--- src/rtl/word_unpack_reader.sv ---
// word_unpack_reader: accepts a packed word {a[1:0], b[1:0], m0[3:0], m1[3:0]}
// (zero-extended), latches its decoded fields and streams the whole word out
// as 4-bit nibbles, most-significant nibble first.
//
// Handshakes: a transfer happens on a rising clk edge where valid && ready.
// valid never depends on ready; in_ready may depend on out_ready (it is high
// in STREAM only while the last nibble is being handed off), which lets a new
// word load on the same edge as the last nibble with no bubble.
module word_unpack_reader #(
  parameter int NIBBLES = 8,
  parameter int IDXW    = 4
) (
  input  logic                 clk,
  input  logic                 rst_n,
  input  logic                 in_valid,
  output logic                 in_ready,
  input  logic [4*NIBBLES-1:0] in_data,
  output logic                 out_valid,
  input  logic                 out_ready,
  output logic [3:0]           out_nibble,
  output logic [IDXW-1:0]      out_idx,
  output logic                 out_last,
  output logic [1:0]           fld_a,
  output logic [1:0]           fld_b,
  output logic [3:0]           fld_m0,
  output logic [3:0]           fld_m1,
  output logic                 a_gt_b,
  output logic                 hi_nonzero,
  output logic                 dbg_state
);

  localparam int W = 4 * NIBBLES;
  localparam logic [IDXW-1:0] IDX_TOP = IDXW'(NIBBLES - 1);

  typedef enum logic {
    IDLE   = 1'b0,
    STREAM = 1'b1
  } state_t;

  state_t          state_q, state_d;
  logic [W-1:0]    word_q, word_d;
  logic [IDXW-1:0] idx_q, idx_d;
  logic [1:0]      fld_a_q, fld_a_d;
  logic [1:0]      fld_b_q, fld_b_d;
  logic [3:0]      fld_m0_q, fld_m0_d;
  logic [3:0]      fld_m1_q, fld_m1_d;
  logic            a_gt_b_q, a_gt_b_d;
  logic            hi_nonzero_q, hi_nonzero_d;

  logic            hi_bits;
  logic            accept;
  logic [3:0]      nib_sel;

  // Bits above the packed fields only exist when the word is wider than 12.
  if (NIBBLES > 3) begin : g_hi
    assign hi_bits = |in_data[W-1:12];
  end else begin : g_no_hi
    assign hi_bits = 1'b0;
  end

  // Select the nibble addressed by the current index.
  always_comb begin
    nib_sel = 4'h0;
    for (int i = 0; i < NIBBLES; i++) begin
      if (idx_q == IDXW'(i)) nib_sel = word_q[4*i +: 4];
    end
  end

  // Handshake outputs; nibble and last are forced low outside STREAM.
  always_comb begin
    out_valid  = (state_q == STREAM);
    out_last   = out_valid && (idx_q == '0);
    in_ready   = !out_valid || (out_last && out_ready);
    out_nibble = out_valid ? nib_sel : 4'h0;
    out_idx    = idx_q;
    accept     = in_valid && in_ready;
    dbg_state  = state_q;
    fld_a      = fld_a_q;
    fld_b      = fld_b_q;
    fld_m0     = fld_m0_q;
    fld_m1     = fld_m1_q;
    a_gt_b     = a_gt_b_q;
    hi_nonzero = hi_nonzero_q;
  end

  // Next-state logic: index countdown, reload on accept, fields on accept.
  always_comb begin
    state_d      = state_q;
    word_d       = word_q;
    idx_d        = idx_q;
    fld_a_d      = fld_a_q;
    fld_b_d      = fld_b_q;
    fld_m0_d     = fld_m0_q;
    fld_m1_d     = fld_m1_q;
    a_gt_b_d     = a_gt_b_q;
    hi_nonzero_d = hi_nonzero_q;

    case (state_q)
      IDLE: begin
        if (accept) begin
          state_d = STREAM;
          idx_d   = IDX_TOP;
        end
      end
      STREAM: begin
        if (out_ready) begin
          if (idx_q != '0) begin
            idx_d = idx_q - 1'b1;
          end else if (in_valid) begin
            idx_d = IDX_TOP;
          end else begin
            state_d = IDLE;
          end
        end
      end
      default: state_d = IDLE;
    endcase

    if (accept) begin
      word_d       = in_data;
      fld_a_d      = in_data[11:10];
      fld_b_d      = in_data[9:8];
      fld_m0_d     = in_data[7:4];
      fld_m1_d     = in_data[3:0];
      a_gt_b_d     = (in_data[11:10] > in_data[9:8]);
      hi_nonzero_d = hi_bits;
    end
  end

  // State and data registers with synchronous active-low reset.
  always_ff @(posedge clk) begin
    if (!rst_n) begin
      state_q      <= IDLE;
      word_q       <= '0;
      idx_q        <= '0;
      fld_a_q      <= '0;
      fld_b_q      <= '0;
      fld_m0_q     <= '0;
      fld_m1_q     <= '0;
      a_gt_b_q     <= 1'b0;
      hi_nonzero_q <= 1'b0;
    end else begin
      state_q      <= state_d;
      word_q       <= word_d;
      idx_q        <= idx_d;
      fld_a_q      <= fld_a_d;
      fld_b_q      <= fld_b_d;
      fld_m0_q     <= fld_m0_d;
      fld_m1_q     <= fld_m1_d;
      a_gt_b_q     <= a_gt_b_d;
      hi_nonzero_q <= hi_nonzero_d;
    end
  end

endmodule

--- config.mk ---
export PLATFORM = sky130hd
export DESIGN_NAME = word_unpack_reader
export DESIGN_NICKNAME = d
export VERILOG_FILES = /design/src/rtl/word_unpack_reader.sv
export SDC_FILE = /design/constraint.sdc
export NUM_CORES = 1
export LEC_CHECK = 0
export ABC_AREA = 1
export BUFFER_PORTS_ARGS = -buffer_cell sky130_fd_sc_hd__buf_4
export CAP_MARGIN = 20
export CORE_MARGIN = 2
export CORE_UTILIZATION = 51
export DETAILED_ROUTE_END_ITERATION = 8
export MAX_ROUTING_LAYER = met4
export PLACE_DENSITY_LB_ADDON = 0.1
export SLEW_MARGIN = 0
export SYNTH_ARGS = -nofsm -noshare
export SYNTH_HDL_FRONTEND = slang
export SYNTH_SLANG_ARGS = --single-unit
export TNS_END_PERCENT = 100
--- constraint.sdc ---
create_clock -name clk -period 2.24 [get_ports clk]
set_clock_uncertainty 0.2 [all_clocks]
set_input_delay 0.336 -clock clk [delete_from_list [all_inputs] [get_ports clk]]
set_output_delay 0.336 -clock clk [all_outputs]
set_load 0.01 [all_outputs]
# --- Yosys cells after proc, flatten, opt, wreduce, memory -nomap -nowiden ---
# Index checks and enable logic that the tools add are counted.
classes:
  muxes: 19
  n_eq_ne: 10
  bitwise: 1
  reduce_logical: 9
  n_lt_le_gt_ge: 1
  add_sub_neg: 1
ops:
  columns: ["op", "count"]
  rows:
  - ["$mux W4", 13]
  - ["$reduce_or A20 Y1", 1]
  - ["$eq A4 B3 Y1 const B", 4]
  - ["$eq A4 B2 Y1 const B", 2]
  - ["$pmux W4 S2", 1]
  - ["$eq A4 B1 Y1 const B", 1]
  - ["$logic_not A4 Y1", 1]
  - ["$mux W1", 4]
  - ["$ne A2 B2 Y1 const B", 2]
  - ["$reduce_bool A4 Y1", 1]
  - ["$sub A4 B1 Y4 const B", 1]
  - ["$logic_and A1 B1 Y1", 3]
  - ["$ne A3 B2 Y1 const B", 1]
  - ["$reduce_and A3 Y1", 1]
  - ["$gt A2 B2 Y1", 1]
  - ["$pmux W1 S2", 1]
  - ["$logic_not A1 Y1", 1]
  - ["$logic_or A1 B1 Y1", 1]
  - ["$not A1 Y1", 1]
totals:
  output_inout_bits: 26
  input_bits: 36
  word_cells: 50
  ff_bits: 51

# --- Logic depth before layout (Yosys ltp) ---
depth:
  ltp_word: 10
  depth_mapped: 11
  mapped_depth_nobuf: 10

# --- Worst setup path after synthesis ---
# OpenSTA, ideal clock, no wires.
synth_path:
  path_kind: "reg2out"
  startpoint: "register idx_q[1], in the netlist out_idx[1]"
  endpoint: "output out_nibble[0]"
  t_required_ns: 1.704
  slack_ns: 0.272
  arrival_ns: 1.432
  stages_incl_launch_ff: 9
  path_buffers: 0
  cell_sequence: "dfxtp_1 > inv_1 > ha_1 > inv_1 > nor2_1 > inv_1 > nand4_1 > nand2_1 > a21oi_1"
synth_via:
  elab_chain_len: 10
synth_rtl:
  columns: ["element", "line", "text"]
  rows:
  - ["from (decl)", "42", "logic [IDXW-1:0] idx_q, idx_d;"]
  - ["from (signal assigned)", "145", "idx_q <= idx_d;"]
  - ["$logic_not A4 Y1", "65", "if (idx_q == IDXW'(i)) nib_sel = word_q[4*i +: 4];"]
  - ["$mux W4 (7 in a row)", "65", null]
  - ["$mux W4 *", "65", null]
  - ["$mux W4 *", "74", "out_nibble = out_valid ? nib_sel : 4'h0;"]
  - ["to (decl)", "20", "output logic [3:0] out_nibble,"]
# Mark *: on every way between the ends. The rest lies on a longest branch, timed or not.

# --- Worst setup path after layout ---
# Same ends and word-level chain as after synthesis.

==> flow_summary_export.csv <==
group,metric,value,unit
run_status,run_status,"complete, no violations",
floorplanning,die_x,67.8,um
routing,drc,0,
layout,drive_gt1_frac,0.308,
power,peakVddDrop,0.438,mV
placement,dp.cells,390,
synth,syn_avg_cell_area,6.97,um2
placement,dpl_worst_slack,92.6,ps
synth,synth-xor-area-share,0,
setup_path,startpoint_type,"register",
synth,synth_compound_area_frac,0.177,
timing,setup_viol,0,
setup_path,cp-end-kind,"output pin",
layout,n_antenna_cell,0,
timing,worst_slack,53.7,ps
setup_path,worstPathRequired,1700,ps
timing,fin_crit_sh,0.976,
synth,synth.most_common_cell,"nand2_1",
global_routing,grt_pass1_wl,7.87,mm
global_routing,grt_pass1_vias,1758,
routing,drtPass1Iterations,4,
synth,async_flop_share,0,
power,p_leak,1.19,nW
global_routing,grt.overflow.total,0,
setup_path,worstPathArrival,1650,ps
placement,portBuffers,61,
setup_path,r2r_setup_slack,400,ps
setup_path,path_max_fanout,5,
cts,clk_latency,290,ps
synth,synthTopCellsByCount,"nand2_1, a21oi_1, dfxtp_1",
floorplanning,start_util,0.523,
synth,synth-adder-area-share,0.0361,
synth,synth_largest_area_cell,"dfxtp_1",
synth,syn_nets,340,
cts,cts_tree,"done",
floorplanning,ios,62,
timing,finalCriticalPeriod,2190,ps
placement,dp_hpwl,3.77,mm
power,p_per_area,702,nW/um2
timing,finalMaxSlewViolations,0,
synth,yosys_warnings,0,
synth,synth_flop_cell,"dfxtp_1",
synth,yosysSeqAreaShare,0.376,
cts,clockBufferDepth,2,
floorplanning,die_area,4600,um2
synth,synth-edff-count,0,
worst_hold_path,hp-class,"input pin to register",
global_routing,grt.total_usage,0.233,
routing,post_drt_via_cell_ratio,5.02,
routing,num_vias,2013,
timing,worst_slew_pin_slew,395,ps
synth,synth.distinct_cells,22,
timing,hold_viol_final,0,
synth,yosys.area_share.simple,0.251,
layout,syn_to_final_growth,29.6,%
synth,mappedNetlistArea,2080,um2
routing,finalWirelength,5.05,mm
synth,synth_mux_area_frac,0,
cts,clk_pin_slew,70,ps
synth,synth-seq-cells,39,
routing,antenna_left,0,
floorplanning,rows,23,
placement,place.gp.congestion,0.878,
synth,synth_top_family_by_area,"simple AND/OR/NAND/NOR gates",
timing,fmax,457,MHz
layout,nNetsFinal,393,
routing,drt_iter0_drc,127,
timing,slew-limit-headroom,0.734,
global_routing,grt_max_degree,27,
setup_path,worstSetupPathType,"register to output pin",
synth,syn_inst,298,
floorplanning,die_h,67.8,um
floorplanning,coreArea,3970,um2
cts,htree_levels,2,
layout,final_cells,401,
routing,avgRoutedWirePerCell,12.6,um
cts,cts-buffers-inserted,5,
job,drv_cap,0,
cts,cts.sinks,39,
synth,synthTopCellsByArea,"dfxtp_1, nand2_1, a21oi_1",
synth,yosysTopAreaCellShare,0.376,
global_routing,antenna_found_initial,0,
timing,rsz0062_at_grt,"true",
cts,cts_root_buf,"clkbuf_8",
[state kept, by name, indices dropped and copies added (netlist names)]
signal,cells
out_idx,4
dbg_state,1
word_q,32
a_gt_b,1
hi_nonzero,1
[layout make-up]
| class | instances | area (um2) |
|---|---|---|
| inverters | 41 | 161 |
| clock buffers | 6 | 72.6 |
| clock inverters | 1 | 30.0 |
| well taps | 50 | 62.6 |
| repair buffers | 70 | 529 |
| fillers | 375 | 1280 |
| multi-input cells | 194 | 1040 |
| flip-flops and latches | 39 | 792 |
[timing repair]
action                     in CTS  in global routing
setup buffers                   0                  4
setup endpoints to repair       4                  4
pin swaps                       1                  3
gates resized for setup        15                 19
hold buffers                    0                  0
[per-layer routing]
layer | vias to the layer above | share of wire | global-route usage
li1 | 1064 | - | -
met1 | 879 | 0.46 | 0.308
met2 | 58 | 0.46 | 0.358
met3 | 12 | 0.062 | 0.0461
met4 | 0 | 0.017 | 0.0750
met5 | - | 0 | -
[worst paths after layout]
check,cells past startpoint,from,end
worst max register to register,10,out_idx[2]$_SDFFE_PN0P_,word_q[23]$_SDFFE_PN0P_
worst max-delay path,10,out_idx[1]$_SDFFE_PN0P_,out_nibble[0]
worst min-delay path,3,in_data[2],word_q[2]$_SDFFE_PN0P_
worst min register to register,2,word_q[25]$_SDFFE_PN0P_,word_q[25]$_SDFFE_PN0P_
[cells by family (layout without fill, tap and decap cells)]
kind of cell    count (synthesis)  in the layout
simple gates                  116            116
compound gates                 72             72
buf+inv                        65            118
flops                          39             39
fa+ha+maj                       6              6
[layout by cell type, fill, tap and decap left out, types with 4 or more instances in the layout]
master and instances:
a21oi_1 41, a21oi_2 4, buf_4 69, clkbuf_8 5, dfxtp_1 36, inv_1 32
inv_2 6, nand2_1 69, nand2_2 5, nand3_1 13, nand4_1 10, nor2_1 8
nor2_4 4, nor4_1 4, o21ai_0 23
[critical path: stages, from the launching register on]
cell     delay [ps]
dfxtp_4         390
inv_4            60
ha_4            160
buf_4           140
nand3_1          70
nand3_1          90
nand2_1          80
nand4_1          70
nand2_1          90
a21oi_2          50
buf_4           150
[per-stage QoR]
| stage | util | hold WS, ps | cell area (um2) | power [mW] | setup TNS [ps] |
|---|---|---|---|---|---|
| 2_1_floorplan | - | 224 | 2080 | 1.13 | 0 |
| 3_3_place_gp | 0.618 | 242 | 2460 | 1.27 | 0 |
| 3_5_place_dp | 0.618 | 246 | 2460 | 1.28 | 0 |
| 4_1_cts | 0.657 | 96.0 | 2610 | 1.85 | 0 |
| 5_1_grt | 0.678 | 98.2 | 2690 | 1.99 | -148 |
| 6_report | 0.678 | 96.7 | 2690 | 1.89 | 0 |
[where the power goes]
part           leakage (nW)  internal (mW)  total [mW]  switching, mW
registers             0.323          0.757       0.806         0.0484
clock network        0.0513          0.326       0.558          0.232
logic                 0.819          0.235       0.526          0.291
Power figures use the tool's default switching activity.
